$ cat src/rtl/mem_requester.sv
// Single-outstanding command initiator for the 64K x 32 two-phase-read memory.
// Optional build macro REQ_STATS_EN adds saturating read/write counters (rd_count, wr_count).
module mem_requester #(
   parameter int ADDR_W = 16,
   parameter int DATA_W = 32
) (
   input  logic              clk,
   input  logic              reset,
   input  logic              cmd_valid,
   output logic              cmd_ready,
   input  logic              cmd_write,
   input  logic [1:0]        cmd_op,
   input  logic [ADDR_W-1:0] cmd_addr,
   input  logic [4:0]        cmd_bit,
   input  logic [1:0]        cmd_byte,
   input  logic [DATA_W-1:0] cmd_wdata,
   output logic              rsp_valid,
   input  logic              rsp_ready,
   output logic [DATA_W-1:0] rsp_data,
   output logic              busy,
   output logic              mem_rd_en,
   output logic              mem_wr_en,
   output logic [ADDR_W-1:0] mem_addr,
   output logic [1:0]        mem_rd_opcode,
   output logic [4:0]        mem_bit_addr,
   output logic [1:0]        mem_byte_addr,
   output logic [DATA_W-1:0] mem_wr_bus,
   input  logic [DATA_W-1:0] mem_rd_bus,
   output logic [2:0]        dbg_state
`ifdef REQ_STATS_EN
   ,
   output logic [15:0]       rd_count,
   output logic [15:0]       wr_count
`endif
);

   typedef enum logic [2:0] {
      S_IDLE    = 3'd0,
      S_ISSUE   = 3'd1,
      S_RD_HOLD = 3'd2,
      S_RD_CAP  = 3'd3,
      S_RESP    = 3'd4
   } state_t;

   state_t              state_q, state_d;
   logic                wr_q, wr_d;
   logic [ADDR_W-1:0]   addr_q, addr_d;
   logic [1:0]          op_q, op_d;
   logic [4:0]          bit_q, bit_d;
   logic [1:0]          byte_q, byte_d;
   logic [DATA_W-1:0]   wdata_q, wdata_d;
   logic                rsp_valid_q, rsp_valid_d;
   logic [DATA_W-1:0]   rsp_data_q, rsp_data_d;
   logic                cmd_accept;
   logic                rsp_accept;

   // Handshakes: a transfer happens on a rising edge where valid && ready are
   // both high. cmd_ready depends only on state (never on cmd_valid); rsp_valid
   // stays high with rsp_data frozen until the edge on which rsp_ready is seen.
   assign cmd_accept = cmd_valid && cmd_ready;
   assign rsp_accept = rsp_valid_q && rsp_ready;

   // State register
   always_ff @(posedge clk) begin
      if (!reset) begin
         state_q <= S_IDLE;
      end else begin
         state_q <= state_d;
      end
   end

   // Next-state logic
   always_comb begin
      state_d = state_q;
      case (state_q)
         S_IDLE:    if (cmd_accept) state_d = S_ISSUE;
         S_ISSUE:   state_d = wr_q ? S_IDLE : S_RD_HOLD;
         S_RD_HOLD: state_d = S_RD_CAP;
         S_RD_CAP:  state_d = S_RESP;
         S_RESP:    if (rsp_accept) state_d = S_IDLE;
         default:   state_d = S_IDLE;
      endcase
   end

   // Outputs; strobes are additionally gated by reset so they drop at once.
   always_comb begin
      cmd_ready = reset && (state_q == S_IDLE);
      busy      = (state_q != S_IDLE);
      mem_wr_en = reset && (state_q == S_ISSUE) && wr_q;
      mem_rd_en = reset && (state_q == S_ISSUE) && !wr_q;
      dbg_state = state_q;
   end

   // The captured command doubles as the registered memory pin drive, so the
   // selects stay put through RD_HOLD and after the command completes.
   always_comb begin
      wr_d    = wr_q;
      addr_d  = addr_q;
      op_d    = op_q;
      bit_d   = bit_q;
      byte_d  = byte_q;
      wdata_d = wdata_q;
      if (cmd_accept) begin
         wr_d    = cmd_write;
         addr_d  = cmd_addr;
         op_d    = cmd_op;
         bit_d   = cmd_bit;
         byte_d  = cmd_byte;
         wdata_d = cmd_wdata;
      end
   end

   always_comb begin
      rsp_valid_d = rsp_valid_q;
      rsp_data_d  = rsp_data_q;
      if (state_q == S_RD_CAP) begin
         rsp_valid_d = 1'b1;
         rsp_data_d  = mem_rd_bus;
      end else if (state_q == S_RESP && rsp_accept) begin
         rsp_valid_d = 1'b0;
      end
   end

   always_ff @(posedge clk) begin
      if (!reset) begin
         wr_q        <= 1'b0;
         addr_q      <= '0;
         op_q        <= '0;
         bit_q       <= '0;
         byte_q      <= '0;
         wdata_q     <= '0;
         rsp_valid_q <= 1'b0;
         rsp_data_q  <= '0;
      end else begin
         wr_q        <= wr_d;
         addr_q      <= addr_d;
         op_q        <= op_d;
         bit_q       <= bit_d;
         byte_q      <= byte_d;
         wdata_q     <= wdata_d;
         rsp_valid_q <= rsp_valid_d;
         rsp_data_q  <= rsp_data_d;
      end
   end

   assign mem_addr      = addr_q;
   assign mem_rd_opcode = op_q;
   assign mem_bit_addr  = bit_q;
   assign mem_byte_addr = byte_q;
   assign mem_wr_bus    = wdata_q;
   assign rsp_valid     = rsp_valid_q;
   assign rsp_data      = rsp_data_q;

`ifdef REQ_STATS_EN
   logic [15:0] rd_count_q, rd_count_d;
   logic [15:0] wr_count_q, wr_count_d;

   // Both counters stick at all-ones instead of wrapping.
   always_comb begin
      rd_count_d = rd_count_q;
      wr_count_d = wr_count_q;
      if (state_q == S_RD_CAP && rd_count_q != 16'hFFFF) begin
         rd_count_d = rd_count_q + 16'd1;
      end
      if (state_q == S_ISSUE && wr_q && wr_count_q != 16'hFFFF) begin
         wr_count_d = wr_count_q + 16'd1;
      end
   end

   always_ff @(posedge clk) begin
      if (!reset) begin
         rd_count_q <= '0;
         wr_count_q <= '0;
      end else begin
         rd_count_q <= rd_count_d;
         wr_count_q <= wr_count_d;
      end
   end

   assign rd_count = rd_count_q;
   assign wr_count = wr_count_q;
`endif

endmodule

$ cat config.mk
export PLATFORM = sky130hd
export DESIGN_NAME = mem_requester
export DESIGN_NICKNAME = d
export VERILOG_FILES = /design/src/rtl/mem_requester.sv
export SDC_FILE = /design/constraint.sdc
export NUM_CORES = 1
export LEC_CHECK = 0
export ABC_AREA = 0
export BUFFER_PORTS_ARGS = -buffer_cell sky130_fd_sc_hd__buf_2
export CAP_MARGIN = 20
export CORE_MARGIN = 2
export CORE_UTILIZATION = 29
export DETAILED_ROUTE_END_ITERATION = 6
export PLACE_DENSITY = 0.54
export SYNTH_ARGS = -nofsm -noshare
export SYNTH_HDL_FRONTEND = slang
export SYNTH_SLANG_ARGS = --single-unit
$ cat constraint.sdc
create_clock -name clk -period 2.3 [get_ports clk]
set_clock_uncertainty 0.2 [all_clocks]
set_input_delay 0.69 -clock clk [delete_from_list [all_inputs] [get_ports clk]]
set_output_delay 0.69 -clock clk [all_outputs]
set_load 0.1 [all_outputs]
==> summary.txt <==
Synthesis
  – Syn Inst Count: roughly 430
  – Mapped cell area: 3501 sq um
  – Number of enable flip-flop cells after synthesis: 0
  – Fraction of registers with async set/reset: 0
  – Most frequent cell after synthesis: nand2_1
  – Area leader, netlist: dfxtp_1
  – Synth Flop Type: dfxtp_1
  – Synth Register Bits: 94
  – Synth top cells by count: nand2_1 (123), dfxtp_1 (94), nand3_1 (58), o21ai_0 (39), a21boi_0 (32)
  – Simple-gate share of the synthesized area: 0.2445
  – Main combinational cell family by area after synthesis: simple AND/OR/NAND/NOR gates
  – Register area share after synthesis: 0.5375
  – Ys Warns: 0
  – Syn nets: between 500 and 600
  – Post-synthesis xor/xnor area fraction: 0
  – Netlist cell types: 26
  – Post-synthesis compound-gate area fraction: 0.1637
  – Dominant cells by area after synthesis: dfxtp_1 (54%), nand2_1 (13%), nand3_1 (8.3%)
  – Mean post-synth cell area: between 8 and 9 sq um
  – Post-synthesis mux area share: 0
  – Synth top area share: 0.5375
  – Synth Area in Adders: 0

Power
  – Pwr/cell area: ~920 nW/um^2
  – Total chip power: 4575 uW
  – Leakage: about 0.0023 uW
  – VDD IR max: between 0.4 and 0.5 mV

Global routing
  – Vias in the first global route: roughly 3300
  – Gr ovfl total: 0
  – First-pass GRT wire length: between 15 and 20 mm
  – Initial antenna violation count: 0
  – Pin count of the biggest net entering global routing: 95
  – Aggregate global-route resource usage: 0.1528

Worst setup path
  – Worst setup SP type: flop
  – Slowest CP cell: dfxtp_4
  – Critical path type: reg2out
  – Reg2reg start: dbg_state[1]
  – Worst setup path startpoint: dbg_state[1]
  – CP Buf/Inv Count: 1
  – Critical path required time: roughly 1400 ps
  – CP max FO: 12
  – CP Capture Type: primary output
  – Reg2Reg Setup Slack: approximately 320 ps
  – Cell Chain, Critical Path: nor4b_4 -> buf_12
  – Top Family by Delay on Critical Path: flip-flops
  – FF-to-FF path depth: 6
  – Max stage delay on crit path: roughly 400 ps
  – FF-to-FF End: mem_wr_bus[31]
  – Worst path arrival time: 1360 ps

Die
  – Die area: 12970 sq um
  – I/O Pins: between 150 and 200
  – Initial core utilization: 0.2939
  – Core Area: around 12000 sq um
  – Num rows: 40
  – Die Wd: between 100 and 150 um
  – Die Span Y: around 110 um

STA
  – Final hold violation count: 0
  – Unrepaired setup endpoints after global routing: yes
  – Final setup violation count: 0
  – Max Clock Freq: 0.4436 GHz
  – Period minus WS final: approximately 2300 ps
  – Worst slew pin tran: between 900 and 1000 ps
  – Final cycle utilization of the critical path: 0.9801
  – Slew HR: 0.3927
  – Slew Limit Fails: 0

Job
  – Max Cap Viol: 0

Final layout
  – Layout cell share with drive strength beyond 1: 0.3769
  – Diode count: 0
  – Area growth syn-to-layout: 42.49%
  – Finished layout cell area: 4989 sq um
  – Fin util: 0.4188
  – Non-filler cells, final: between 700 and 800
  – Fin nets: roughly 690

Hold path
  – Hold Crit Start: mem_wr_bus[18]
  – Hold Path Sink: mem_wr_bus[18]
  – Hold crit path type: reg2reg
  – Hold depth: 2

Clock tree
  – TritonCTS clock tree: built
  – Bufs on Longest Clock Path: 2
  – CTS clk-pin slew, worst paths: ~60 ps
  – Worst skew pair latency: ~340 ps
  – CTS buffer count: 9
  – CTS H-tree lvls: 3
  – Clock root buffer master: clkbuf_16
  – Hold buffers post-CTS: 0
  – CTS Sinks: 94

Placement
  – Inst Count DP: 733
  – Final HPWL DP: approximately 6.6 mm
  – IO Port Bufs: 190
  – Dpl cell area: 4638 sq um
  – Placer Congestion: 0.7256

Detailed routing
  – 1st-iter DRT viols: roughly 140
  – Final WL: 9.876 mm
  – Via count: around 3500
  – Vias per cell: around 4.6
  – DRC: 0
  – Final antenna-violating net count: 0
  – Drt pass-1 iters: 4
  – WL/cell: approximately 13 um

Outcome
  – Outcome: finished, final reports clean
[flip-flops by register name, summed over array words and instances, names as in the netlist, 2 cells and up]
register	count
rsp_data	32
mem_byte_addr	2
mem_rd_opcode	2
dbg_state	3
mem_wr_bus	32
mem_bit_addr	5
mem_addr	16
[per-stage QoR]
stage               setup WS [ps]  setup TNS (ps)  hold WS (ps)
floorplan                  -439.0          -439.0         288.3
global placement            10.47               0         234.3
detailed placement         -14.67          -92.69         241.7
CTS                        -56.90          -56.90         250.6
global route               -10.79          -16.00         274.0
finish                      45.80               0         248.1
[cell usage in the layout, fill, tap and decap left out, types with 2 or more instances in the layout]
| cell type | n |
|---|---|
| a21boi_0 | 32 |
| dfxtp_4 | 3 |
| o21ai_0 | 39 |
| a21oi_1 | 3 |
| buf_2 | 186 |
| nor3b_1 | 2 |
| o21ai_1 | 20 |
| dfxtp_1 | 91 |
| buf_4 | 10 |
| nand2_1 | 123 |
| clkbuf_16 | 9 |
| buf_12 | 6 |
| nand3_1 | 58 |
| clkbuf_8 | 2 |
| clkinv_2 | 3 |
| nor4b_4 | 2 |
[timing repair]
action / CTS / global route
pin swaps: 1 / 1
setup endpoints to repair: 3 / 3
gates resized for setup: 3 / 4
setup buffers: 1 / 2
[worst max-delay path by stage]
stage / end / slack, ps / cells after the start
6_report: cmd_ready / 50 / 2
5_1_grt: mem_rd_en / -10 / 4
4_1_cts: busy / -60 / 2
3_5_place_dp: cmd_ready / -10 / 3
3_3_place_gp: cmd_ready / 10 / 3
2_1_floorplan: mem_rd_en / -440 / 3
[final cells by class]
class / count / area (sq um)
Fill cell: 1232 / 6923
Inverter: 2 / 10.01
Multi-Input combinational cell: 290 / 1459
Tap cell: 147 / 183.9
Sequential cell: 94 / 1893
Clock inverter: 4 / 45.04
Clock buffer: 12 / 256.5
Timing Repair Buffer: 203 / 1141
[where the power goes]
part           internal (uW)  total [uW]  switching (uW)
combinational            250        1280            1030
sequential              1730        1800            64.6
clock                    896        1500             600
[logic make-up after synthesis]
kind of cell	count (synthesis)
and+or+nand+nor	193
buffers and inverters	41
AOI/OAI and AO/OA	97
DFF	94
[metal layers]
layer  wire (um)  global-route usage  part of all wire  up-vias
met5           0                   0                 0        -
met4         220             0.07561             0.022        0
met3         989             0.06536              0.10       15
met2        4141              0.2267              0.42      137
met1        4525              0.1900              0.46     1538
li1            -                   -                 -     1766
[worst reg2reg max path, stage by stage, from the launching register on]
cell     delay [ps]
dfxtp_4         400
nor4b_4         390
buf_4           190
buf_4           100
and2_2          240
buf_12          210
o21ai_0         130
No activity file was read; power rests on OpenSTA's default activity.
